==> config.mk <==
export PLATFORM = sky130hd
export DESIGN_NAME = uart_bus_bridge
export DESIGN_NICKNAME = d
export VERILOG_FILES = /design/src/rtl/uart_bus_bridge_pkg.sv /design/src/rtl/uart_bridge_txseq.sv /design/src/rtl/uart_bus_bridge.sv
export SDC_FILE = /design/constraint.sdc
export NUM_CORES = 1
export LEC_CHECK = 0
export ABC_AREA = 1
export CAP_MARGIN = 20
export CORE_UTILIZATION = 45
export CTS_CLUSTER_SIZE = 28
export DETAILED_ROUTE_END_ITERATION = 8
export PLACE_DENSITY_LB_ADDON = 0.08
export SYNTH_ARGS = -nofsm -noshare
export SYNTH_HDL_FRONTEND = slang
export SYNTH_SLANG_ARGS = --single-unit
export TNS_END_PERCENT = 30
==> constraint.sdc <==
create_clock -name clk -period 1.5 [get_ports clk]
set_input_delay 0.45 -clock clk [delete_from_list [all_inputs] [get_ports clk]]
set_output_delay 0.45 -clock clk [all_outputs]
set_load 0.01 [all_outputs]
==> src/rtl/uart_bus_bridge_pkg.sv <==
`default_nettype none
// ============================================================================
//  Module      : uart_bus_bridge_pkg
//  Description : Shared types and constants for the UART-to-bus bridge.
//  Revision    : 1.0 - initial release
// ============================================================================
package uart_bus_bridge_pkg;

    // Frame decoder states
    typedef enum logic [2:0] {
        IDLE = 3'd0,
        ADDR = 3'd1,
        DATA = 3'd2,
        BUS  = 3'd3,
        TX   = 3'd4
    } state_e;

    localparam logic [7:0] OP_WRITE = 8'h57;   // 'W'
    localparam logic [7:0] OP_READ  = 8'h52;   // 'R'
    localparam logic [7:0] RSP_ACK  = 8'h4B;   // 'K'
    localparam logic [7:0] RSP_ERR  = 8'h3F;   // '?'

    // Address and data fields are both this many bytes on the wire
    localparam int FRAME_BYTES = 4;

    // Widen a single response byte into the word fed to the transmit sequencer
    function automatic logic [31:0] byte_word(input logic [7:0] b);
        return {24'h0, b};
    endfunction

endpackage
`default_nettype wire

==> src/rtl/uart_bridge_txseq.sv <==
`default_nettype none
// ============================================================================
//  Module      : uart_bridge_txseq
//  Description : Sends 1 or 4 bytes (LSB first) of a loaded word through the
//                UART transmit strobe handshake and flags the final byte.
//  Revision    : 1.0 - initial release
// ============================================================================
module uart_bridge_txseq (
    input  logic        clk,
    input  logic        reset,
    input  logic        load_i,        // start a new response
    input  logic [31:0] word_i,        // response bytes, byte 0 sent first
    input  logic        four_i,        // 1 = send 4 bytes, 0 = send 1 byte
    output logic        tx_write_o,
    output logic [7:0]  tx_data_o,
    input  logic        tx_finished_i,
    output logic        done_o         // pulses with the last tx_finished
);

    logic [31:0] sreg_q,   sreg_d;
    logic [2:0]  left_q,   left_d;
    logic        active_q, active_d;
    logic        write_q,  write_d;

    // A finish strobe only counts once our own write strobe has gone out
    logic w_byte_done;
    assign w_byte_done = active_q && !write_q && tx_finished_i;

    assign tx_write_o = write_q;
    assign tx_data_o  = sreg_q[7:0];
    assign done_o     = w_byte_done && (left_q == 3'd1);

    // Next-state: load, then advance one byte per tx_finished
    always_comb begin
        sreg_d   = sreg_q;
        left_d   = left_q;
        active_d = active_q;
        write_d  = 1'b0;
        if (load_i) begin
            sreg_d   = word_i;
            left_d   = four_i ? 3'd4 : 3'd1;
            active_d = 1'b1;
            write_d  = 1'b1;
        end else if (w_byte_done) begin
            if (left_q == 3'd1) begin
                // Keep the last byte on tx_data; nothing left to send
                left_d   = 3'd0;
                active_d = 1'b0;
            end else begin
                sreg_d  = {8'h00, sreg_q[31:8]};
                left_d  = left_q - 3'd1;
                write_d = 1'b1;
            end
        end
    end

    // Sequencer registers
    always_ff @(posedge clk) begin
        if (reset) begin
            sreg_q   <= '0;
            left_q   <= '0;
            active_q <= 1'b0;
            write_q  <= 1'b0;
        end else begin
            sreg_q   <= sreg_d;
            left_q   <= left_d;
            active_q <= active_d;
            write_q  <= write_d;
        end
    end

endmodule
`default_nettype wire

==> src/rtl/uart_bus_bridge.sv <==
`default_nettype none
// ============================================================================
//  Module      : uart_bus_bridge
//  Description : Host-driven bus initiator. Decodes 'W'/'R' frames from the
//                UART receive strobe, issues one 32-bit bus transaction and
//                returns the response through the UART transmit handshake.
//                Optional macro BRIDGE_TIMEOUT_EN aborts stalled frames.
//  Revision    : 1.0 - initial release
// ============================================================================
module uart_bus_bridge
    import uart_bus_bridge_pkg::*;
#(
    parameter int unsigned READ_LATENCY   = 1,
    parameter int unsigned TIMEOUT_CYCLES = 1200000
) (
    input  logic        clk,
    input  logic        reset,
    input  logic        rx_ready,
    input  logic [7:0]  rx_data,
    output logic        tx_write,
    output logic [7:0]  tx_data,
    input  logic        tx_finished,
    output logic        bus_cs,
    output logic        bus_wren,
    output logic [31:0] bus_addr,
    output logic [31:0] bus_wdata,
    input  logic [31:0] bus_rdata,
    output logic        busy
);

    state_e      state_q, state_d;
    logic        wr_q,    wr_d;      // current frame is a write
    logic [1:0]  cnt_q,   cnt_d;     // byte index within the address/data field
    logic [31:0] addr_q,  addr_d;
    logic [31:0] wdata_q, wdata_d;
    logic [7:0]  wait_q,  wait_d;    // cycles since the bus_cs cycle

    logic        ld;
    logic [31:0] ld_word;
    logic        ld_four;
    logic        tx_done;
    logic        timeout;

    // Bus select is the first BUS cycle only; wren never shows without cs
    assign bus_cs    = (state_q == BUS) && (wait_q == 8'd0);
    assign bus_wren  = bus_cs && wr_q;
    assign bus_addr  = addr_q;
    assign bus_wdata = wdata_q;
    assign busy      = (state_q != IDLE);

`ifdef BRIDGE_TIMEOUT_EN
    logic [31:0] to_q;
    logic        in_frame;
    assign in_frame = (state_q == ADDR) || (state_q == DATA);
    assign timeout  = in_frame && !rx_ready && (to_q == TIMEOUT_CYCLES - 1);

    // Inter-byte timer: runs only while collecting address/data bytes
    always_ff @(posedge clk) begin
        if (reset || !in_frame || rx_ready) begin
            to_q <= '0;
        end else begin
            to_q <= to_q + 32'd1;
        end
    end
`else
    logic unused_timeout_cfg;
    assign unused_timeout_cfg = ^TIMEOUT_CYCLES;
    assign timeout            = 1'b0;
`endif

    // Frame decode, field shifting and response selection
    always_comb begin
        state_d = state_q;
        wr_d    = wr_q;
        cnt_d   = cnt_q;
        addr_d  = addr_q;
        wdata_d = wdata_q;
        wait_d  = 8'd0;
        ld      = 1'b0;
        ld_word = '0;
        ld_four = 1'b0;
        case (state_q)
            IDLE: begin
                if (rx_ready) begin
                    cnt_d = 2'd0;
                    if (rx_data == OP_WRITE) begin
                        wr_d    = 1'b1;
                        state_d = ADDR;
                    end else if (rx_data == OP_READ) begin
                        wr_d    = 1'b0;
                        state_d = ADDR;
                    end else begin
                        ld      = 1'b1;
                        ld_word = byte_word(RSP_ERR);
                        state_d = TX;
                    end
                end
            end
            ADDR: begin
                if (rx_ready) begin
                    addr_d = {rx_data, addr_q[31:8]};
                    cnt_d  = cnt_q + 2'd1;
                    if (cnt_q == 2'(FRAME_BYTES - 1)) begin
                        cnt_d   = 2'd0;
                        state_d = wr_q ? DATA : BUS;
                    end
                end else if (timeout) begin
                    ld      = 1'b1;
                    ld_word = byte_word(RSP_ERR);
                    state_d = TX;
                end
            end
            DATA: begin
                if (rx_ready) begin
                    wdata_d = {rx_data, wdata_q[31:8]};
                    cnt_d   = cnt_q + 2'd1;
                    if (cnt_q == 2'(FRAME_BYTES - 1)) begin
                        cnt_d   = 2'd0;
                        state_d = BUS;
                    end
                end else if (timeout) begin
                    ld      = 1'b1;
                    ld_word = byte_word(RSP_ERR);
                    state_d = TX;
                end
            end
            BUS: begin
                wait_d = wait_q + 8'd1;
                if (wr_q && (wait_q == 8'd1)) begin
                    ld      = 1'b1;
                    ld_word = byte_word(RSP_ACK);
                    state_d = TX;
                end else if (!wr_q && (wait_q == 8'(READ_LATENCY))) begin
                    // Responder data is valid now; hand it straight to the sequencer
                    ld      = 1'b1;
                    ld_word = bus_rdata;
                    ld_four = 1'b1;
                    state_d = TX;
                end
            end
            TX: begin
                // Received bytes are ignored until the response is complete
                if (tx_done) begin
                    state_d = IDLE;
                end
            end
            default: begin
                state_d = IDLE;
            end
        endcase
    end

    // Decoder registers
    always_ff @(posedge clk) begin
        if (reset) begin
            state_q <= IDLE;
            wr_q    <= 1'b0;
            cnt_q   <= '0;
            addr_q  <= '0;
            wdata_q <= '0;
            wait_q  <= '0;
        end else begin
            state_q <= state_d;
            wr_q    <= wr_d;
            cnt_q   <= cnt_d;
            addr_q  <= addr_d;
            wdata_q <= wdata_d;
            wait_q  <= wait_d;
        end
    end

    uart_bridge_txseq u_txseq (
        .clk           (clk),
        .reset         (reset),
        .load_i        (ld),
        .word_i        (ld_word),
        .four_i        (ld_four),
        .tx_write_o    (tx_write),
        .tx_data_o     (tx_data),
        .tx_finished_i (tx_finished),
        .done_o        (tx_done)
    );

endmodule
`default_nettype wire
After elaboration in Yosys (flattened, before gate mapping):

Cells that the tools add are included.
W data, S select, Z words.

* $add $sub $neg: 3
* mux-type cells: 45
* reduce and logical (&&, ||, !) cells: 25
* order comparisons: 0
* multipliers: 0
* shift operators: 0
* bitwise operators: 1
* eq/ne operators: 18
* div/mod/pow operators: 0

Operators with widths (count)
* $mux W32: 5
* $pmux W32 S2: 1
* $mux W3: 14
* $mux W6: 3
* $eq A8 B7 Y1 const B: 2
* $mux W1: 16
* $pmux W3 S5: 1
* $ne A2 B2 Y1 const B: 7
* $add A8 B1 Y8 const B: 1
* $eq A8 B1 Y1 const B: 1
* $logic_not A8 Y1: 1
* $reduce_and A2 Y1: 4
* $reduce_bool A2 Y1: 4
* $logic_and A1 B1 Y1: 7
* $reduce_and A7 Y1: 1
* $eq A3 B1 Y1 const B: 2
* $eq A3 B2 Y1 const B: 2
* $mux W2: 3
* $reduce_and A3 Y1: 2
* $pmux W2 S2: 1
* $reduce_or A2 Y1: 2
* $eq A3 B3 Y1 const B: 1
* $logic_not A3 Y1: 1
* $ne A3 B1 Y1 const B: 1
* other kinds (8): 9

* bits in read-only memories: 0
* memory bits (writable): 0
* output and inout port bits: 76
* bits in latches: 0
* bits in registers: 115
* input port bits: 44
* memories kept: 0

Logic depth before layout (Yosys ltp):

* depth in word-level cells: 7
* mapped depth: 11
* depth with buffers taken out: 11

Hierarchy:

Synthesis repeated with hierarchy kept, for this count alone.

* cells, all modules: 748
* area, all modules: 5236.3 µm²

Modules (own cells, without submodules)
* uart_bus_bridge: instances 1, seq. area each 1561.5 µm², area an instance 3369.5 µm², cells each 478
* uart_bridge_txseq: instances 1, seq. area each 740.7 µm², area an instance 1866.8 µm², cells each 270

Least setup slack after synthesis:

Ideal clock, no wire load.

* path type: input to register
* start point: input rx_data[5]
* end point: register u_txseq.left_q[0]
* required time: 1369 ps
* stages on the path: 9
* setup slack: -44 ps
* setup time: 131 ps
* path buffers: 1
* arrival: 1413 ps
* path through: inv_1 -> nand2_1 -> nor2_1 -> nand3_1 -> nand3_2 -> clkbuf_1 -> nand3_1 -> nand2_1 -> a21oi_2

* longest elaborated chain between the ends: 6
* elaborated cells on any way between the ends: 8
* classes of those cells: eq/ne (2); mux (5); reduce/logical (1)

RTL lines
* start: declaration: line uart_bus_bridge.sv:19 `input logic [7:0] rx_data,`
* $eq A8 B7 Y1: line uart_bus_bridge.sv:89 `end else if (rx_data == OP_READ) begin`
* $mux W1: line uart_bus_bridge.sv:89
* $mux W1 (*): line uart_bus_bridge.sv:86 `if (rx_data == OP_WRITE) begin`
* $mux W1 (*): line uart_bus_bridge.sv:84 `if (rx_ready) begin`
* $pmux W1 S2 (*): line uart_bus_bridge.sv:82 `case (state_q)`
* $mux W3 or $reduce_bool A2 Y1 (tied branches)
* end signal: assignment: line uart_bridge_txseq.sv:66 `left_q <= left_d;`
* end: declaration: line uart_bridge_txseq.sv:21 `logic [2:0] left_q, left_d;`

Mark *: on every way between the ends. The rest lies on a longest branch, timed or not.
A chain may end at the register's enable or synchronous reset.

Worst setup path in the final report:

* start point: register wait_q[1]
* end point: output bus_wren

* longest elaborated chain between the ends: 3

RTL lines
* start: declaration: line uart_bus_bridge.sv:36 `logic [7:0] wait_q, wait_d;`
* start signal: assignment: line uart_bus_bridge.sv:168 `wait_q <= wait_d;`
* $logic_not A8 Y1: line uart_bus_bridge.sv:45 `assign bus_cs = (state_q == BUS) && (wait_q == 8'd0);`
* $logic_and A1 B1 Y1: line uart_bus_bridge.sv:45
* $logic_and A1 B1 Y1: line uart_bus_bridge.sv:46 `assign bus_wren = bus_cs && wr_q;`
* end: declaration: line uart_bus_bridge.sv:24 `output logic bus_wren,`

No other way between the ends.

==> flow_metrics.tcl <==
set metrics [dict create \
    synth_edf_count 0 \
    synth_fa_ha_area_share_pct 1.497 \
    ioPinCount 120 \
    hold_end "bus_wdata[1]" \
    worst-r2r-cell-count 14 \
    ys_seq_elements 115 \
    tightestPinTransition_ns 0.2971 \
    fin_hold_ws_ns 0.4773 \
    multi_input_area_um2 2596 \
    final-hold-violation-count 0 \
    violations "setup timing" \
    root_buffer "clkbuf_8" \
    ys.flop_type "dfxtp_1" \
    fp.dieArea_um2 11570 \
    fill_cells 859 \
    yosys-top-cells-area "dfxtp_1 46%, nor2_1 12%, nand2_1 7.8%" \
    netlist.top_cell.by_area "dfxtp_1" \
    grt_usage_pct 24.27 \
    seqCellArea_um2 2376 \
    hold_buffers 0 \
    r2r-end "u_txseq.sreg_q[17]" \
    rsz0062_at_grt "true" \
    worstSetupStartpointType "register" \
    comb_power_share_pct 9.8 \
    final_cell_count_no_fill 1039 \
    yosys.area_share.simple_pct 31.77 \
    cts_buffers 17 \
    cts.clk_slew.worst_paths_ns 0.06 \
    diodes 0 \
    grt_start_max_net_pins 36 \
    drive_above_1_share_pct 39.93 \
    setup_viol 48 \
    dieWidth_um 107.6 \
    globalplace.congestion 0.8131 \
    synthDistinctLibCells 31 \
    hold_path_depth 2 \
    cts.sinks 115 \
    synth_top_family_by_area "simple AND/OR/NAND/NOR gates" \
    dp.cells 982 \
    portBuffers 119 \
    drc 0 \
    final_cell_mix "152 x nor2_1, 84 x nand2_1, 74 x buf_2, 63 x buf_4, 59 x dfxtp_2" \
    final_cell_area_um2 7789 \
    insertion_delay_ns 0.52 \
    p_leak_nw 3.585 \
    placed_cell_area_um2 6769 \
    synth_nets 750 \
    yosys-mux-area-fraction_pct 0 \
    hp-start "bus_wdata[1]" \
    synth_xor_area_share_pct 0.1747 \
    wl_met1_um 6510 \
    synthCells 700 \
    die_y_um 107.6 \
    final_common_cell "nor2_1" \
    cp_max_fo 2 \
    internal_power_mw 6.297 \
    fp-row-count 38 \
    synth_compound_gate_area_share_pct 11.70 \
    cellPowerDensity_nw_per_um2 1060 \
    critPathKind "reg2out" \
    max_cap_violations 0 \
    final_util_pct 71.85 \
    syn_avg_cell_area_um2 7.162 \
    grt_pass1_vias 4821 \
    route.top_layer_used "met4" \
    switchingPower_mw 1.960 \
    max_freq_ghz 0.5017 \
    r2r_slack_ns -0.43 \
    slew_viol_final 0 \
    core_um2 10840 \
    outcome "finished, violations left" \
    cts_buffer_depth 2 \
    worstPathArrival_ns 1.54 \
    viasPerCell 5.118 \
    period_needed_ns 1.993 \
    start_util_pct 46.25 \
    setup_ws_ns -0.4930 \
    seq_area_frac_synth_pct 45.92 \
    p_clk_share_pct 51.7 \
    period_share_pct 132.9 \
    drtAntennaViolNets 0 \
    r2r-start "state_q[1]" \
    htree_levels 4 \
    power.share.switching_pct 23.74 \
    max-vdd-ir-drop_uv 636.0 \
    dr.first_iter.drc_count 358 \
    met2_length_um 7509 \
    skew_ns 0.01286 \
    dp_slack_ns -0.6116 \
    worstPathRequired_ns 1.05 \
    hold_class "reg2reg" \
    grt-ovfl-total 0 \
    ys_async_sr_fraction_pct 0 \
    grt_first_pass_wirelength_um 22390 \
    slew-limit-headroom_pct 80.19 \
    netlist_area_um2 5014 \
    dr.pass1.iters 4 \
    vias 5318 \
    wl_per_cell_um 14.47 \
    seqPwrFrac_pct 38.5 \
    met3_length_um 724 \
    synthToLayoutAreaGrowth_pct 55.35 \
    nets 936 \
    yosysWarnings 0 \
    place.detailed.hpwl_um 9032 \
    cts_tree "done" \
    end_kind "primary output" \
    routed_wl_um 15030 \
    synth_top_cell_area_share_pct 45.92 \
    antenna_found_initial 0 \
]
[how the worst max path moves through the flow]
| stage | from | to | slack (ns) | cells past startpoint |
|---|---|---|---|---|
| finish | wait_q[1] | bus_wren | -0.49 | 5 |
| global route | wait_q[7] | bus_wren | -0.56 | 4 |
| CTS | wait_q[1] | bus_wren | -0.45 | 5 |
| detailed placement | rx_data[6] | u_txseq.sreg_q[21] | -0.61 | 9 |
| global placement | rx_data[6] | u_txseq.tx_write_o | -0.54 | 9 |
| floorplan | state_q[1] | bus_wren | -0.02 | 4 |
[per-layer routing]
layer	vias to the layer above	GRT usage [%]
met5	-	0
met4	0	9.393
met3	33	4.722
met2	138	40.98
met1	2506	30.36
li1	2641	-
[flip-flops by register name (all words and copies together), names as in the netlist]
name and cells:
bus_addr 32, bus_wdata 32, u_txseq.sreg_q 32, wait_q 8, state_q 3, u_txseq.left_q 3, cnt_q 2, u_txseq.active_q 1
u_txseq.tx_write_o 1, wr_q 1
[Yosys cell counts (2+ instances only)]
cell type / instances
a21oi_1: 26
a31oi_1: 2
buf_1: 4
buf_2: 13
buf_4: 8
buf_6: 4
clkbuf_1: 19
clkinv_1: 2
dfxtp_1: 115
ha_1: 6
inv_1: 48
nand2_1: 104
nand2_2: 2
nand3_1: 31
nand4_1: 21
nor2_1: 163
nor2_4: 2
nor3_1: 21
o211ai_1: 6
o21ai_0: 75
or2_2: 18
[cells by family after synthesis]
family                     after synthesis
buffers and inverters                   99
DFF                                    115
adders and majority gates                6
and+or+nand+nor                        367
xor gates and xnor gates                 1
AOI/OAI and AO/OA                      112
[power groups by stage]
stage | clock [mW] | combinational (mW) | sequential, mW
CTS | 4.29 | 0.745 | 3.18
floorplan | 0 | 0.413 | 3.24
finish | 4.27 | 0.805 | 3.18
global placement | 0 | 0.718 | 3.24
global route | 4.46 | 0.887 | 3.19
detailed placement | 0 | 0.738 | 3.24
[timing repair]
item,CTS,global route
hold endpoints to repair,0,0
resized for setup,400,114
pin swaps,11,21
setup endpoints to repair,144,112
setup buffers,22,13
cloned,0,3
[cell type report]
type	instances	area share [%]
multi-input cells	486	33.33
repair buffers	215	23.18
clock inverters	14	2.586
well taps	140	2.249
inverters	51	2.651
clock buffers	18	5.494
flip-flops and latches	115	30.51
[critical path, cell delays in order (launching register included)]
cell	delay [ns]
dfxtp_2	0.32
inv_2	0.07
ha_4	0.13
inv_4	0.04
nor4_4	0.27
buf_2	0.18
[through the flow]
| stage | power, mW | setup TNS, ns |
|---|---|---|
| 2_1_floorplan | 3.649 | -0.01630 |
| 3_3_place_gp | 3.959 | -36.88 |
| 3_5_place_dp | 3.981 | -42.35 |
| 4_1_cts | 8.220 | -6.862 |
| 5_1_grt | 8.539 | -18.57 |
| 6_report | 8.257 | -14.27 |
Note: power is estimated with default switching activity, not from simulation.
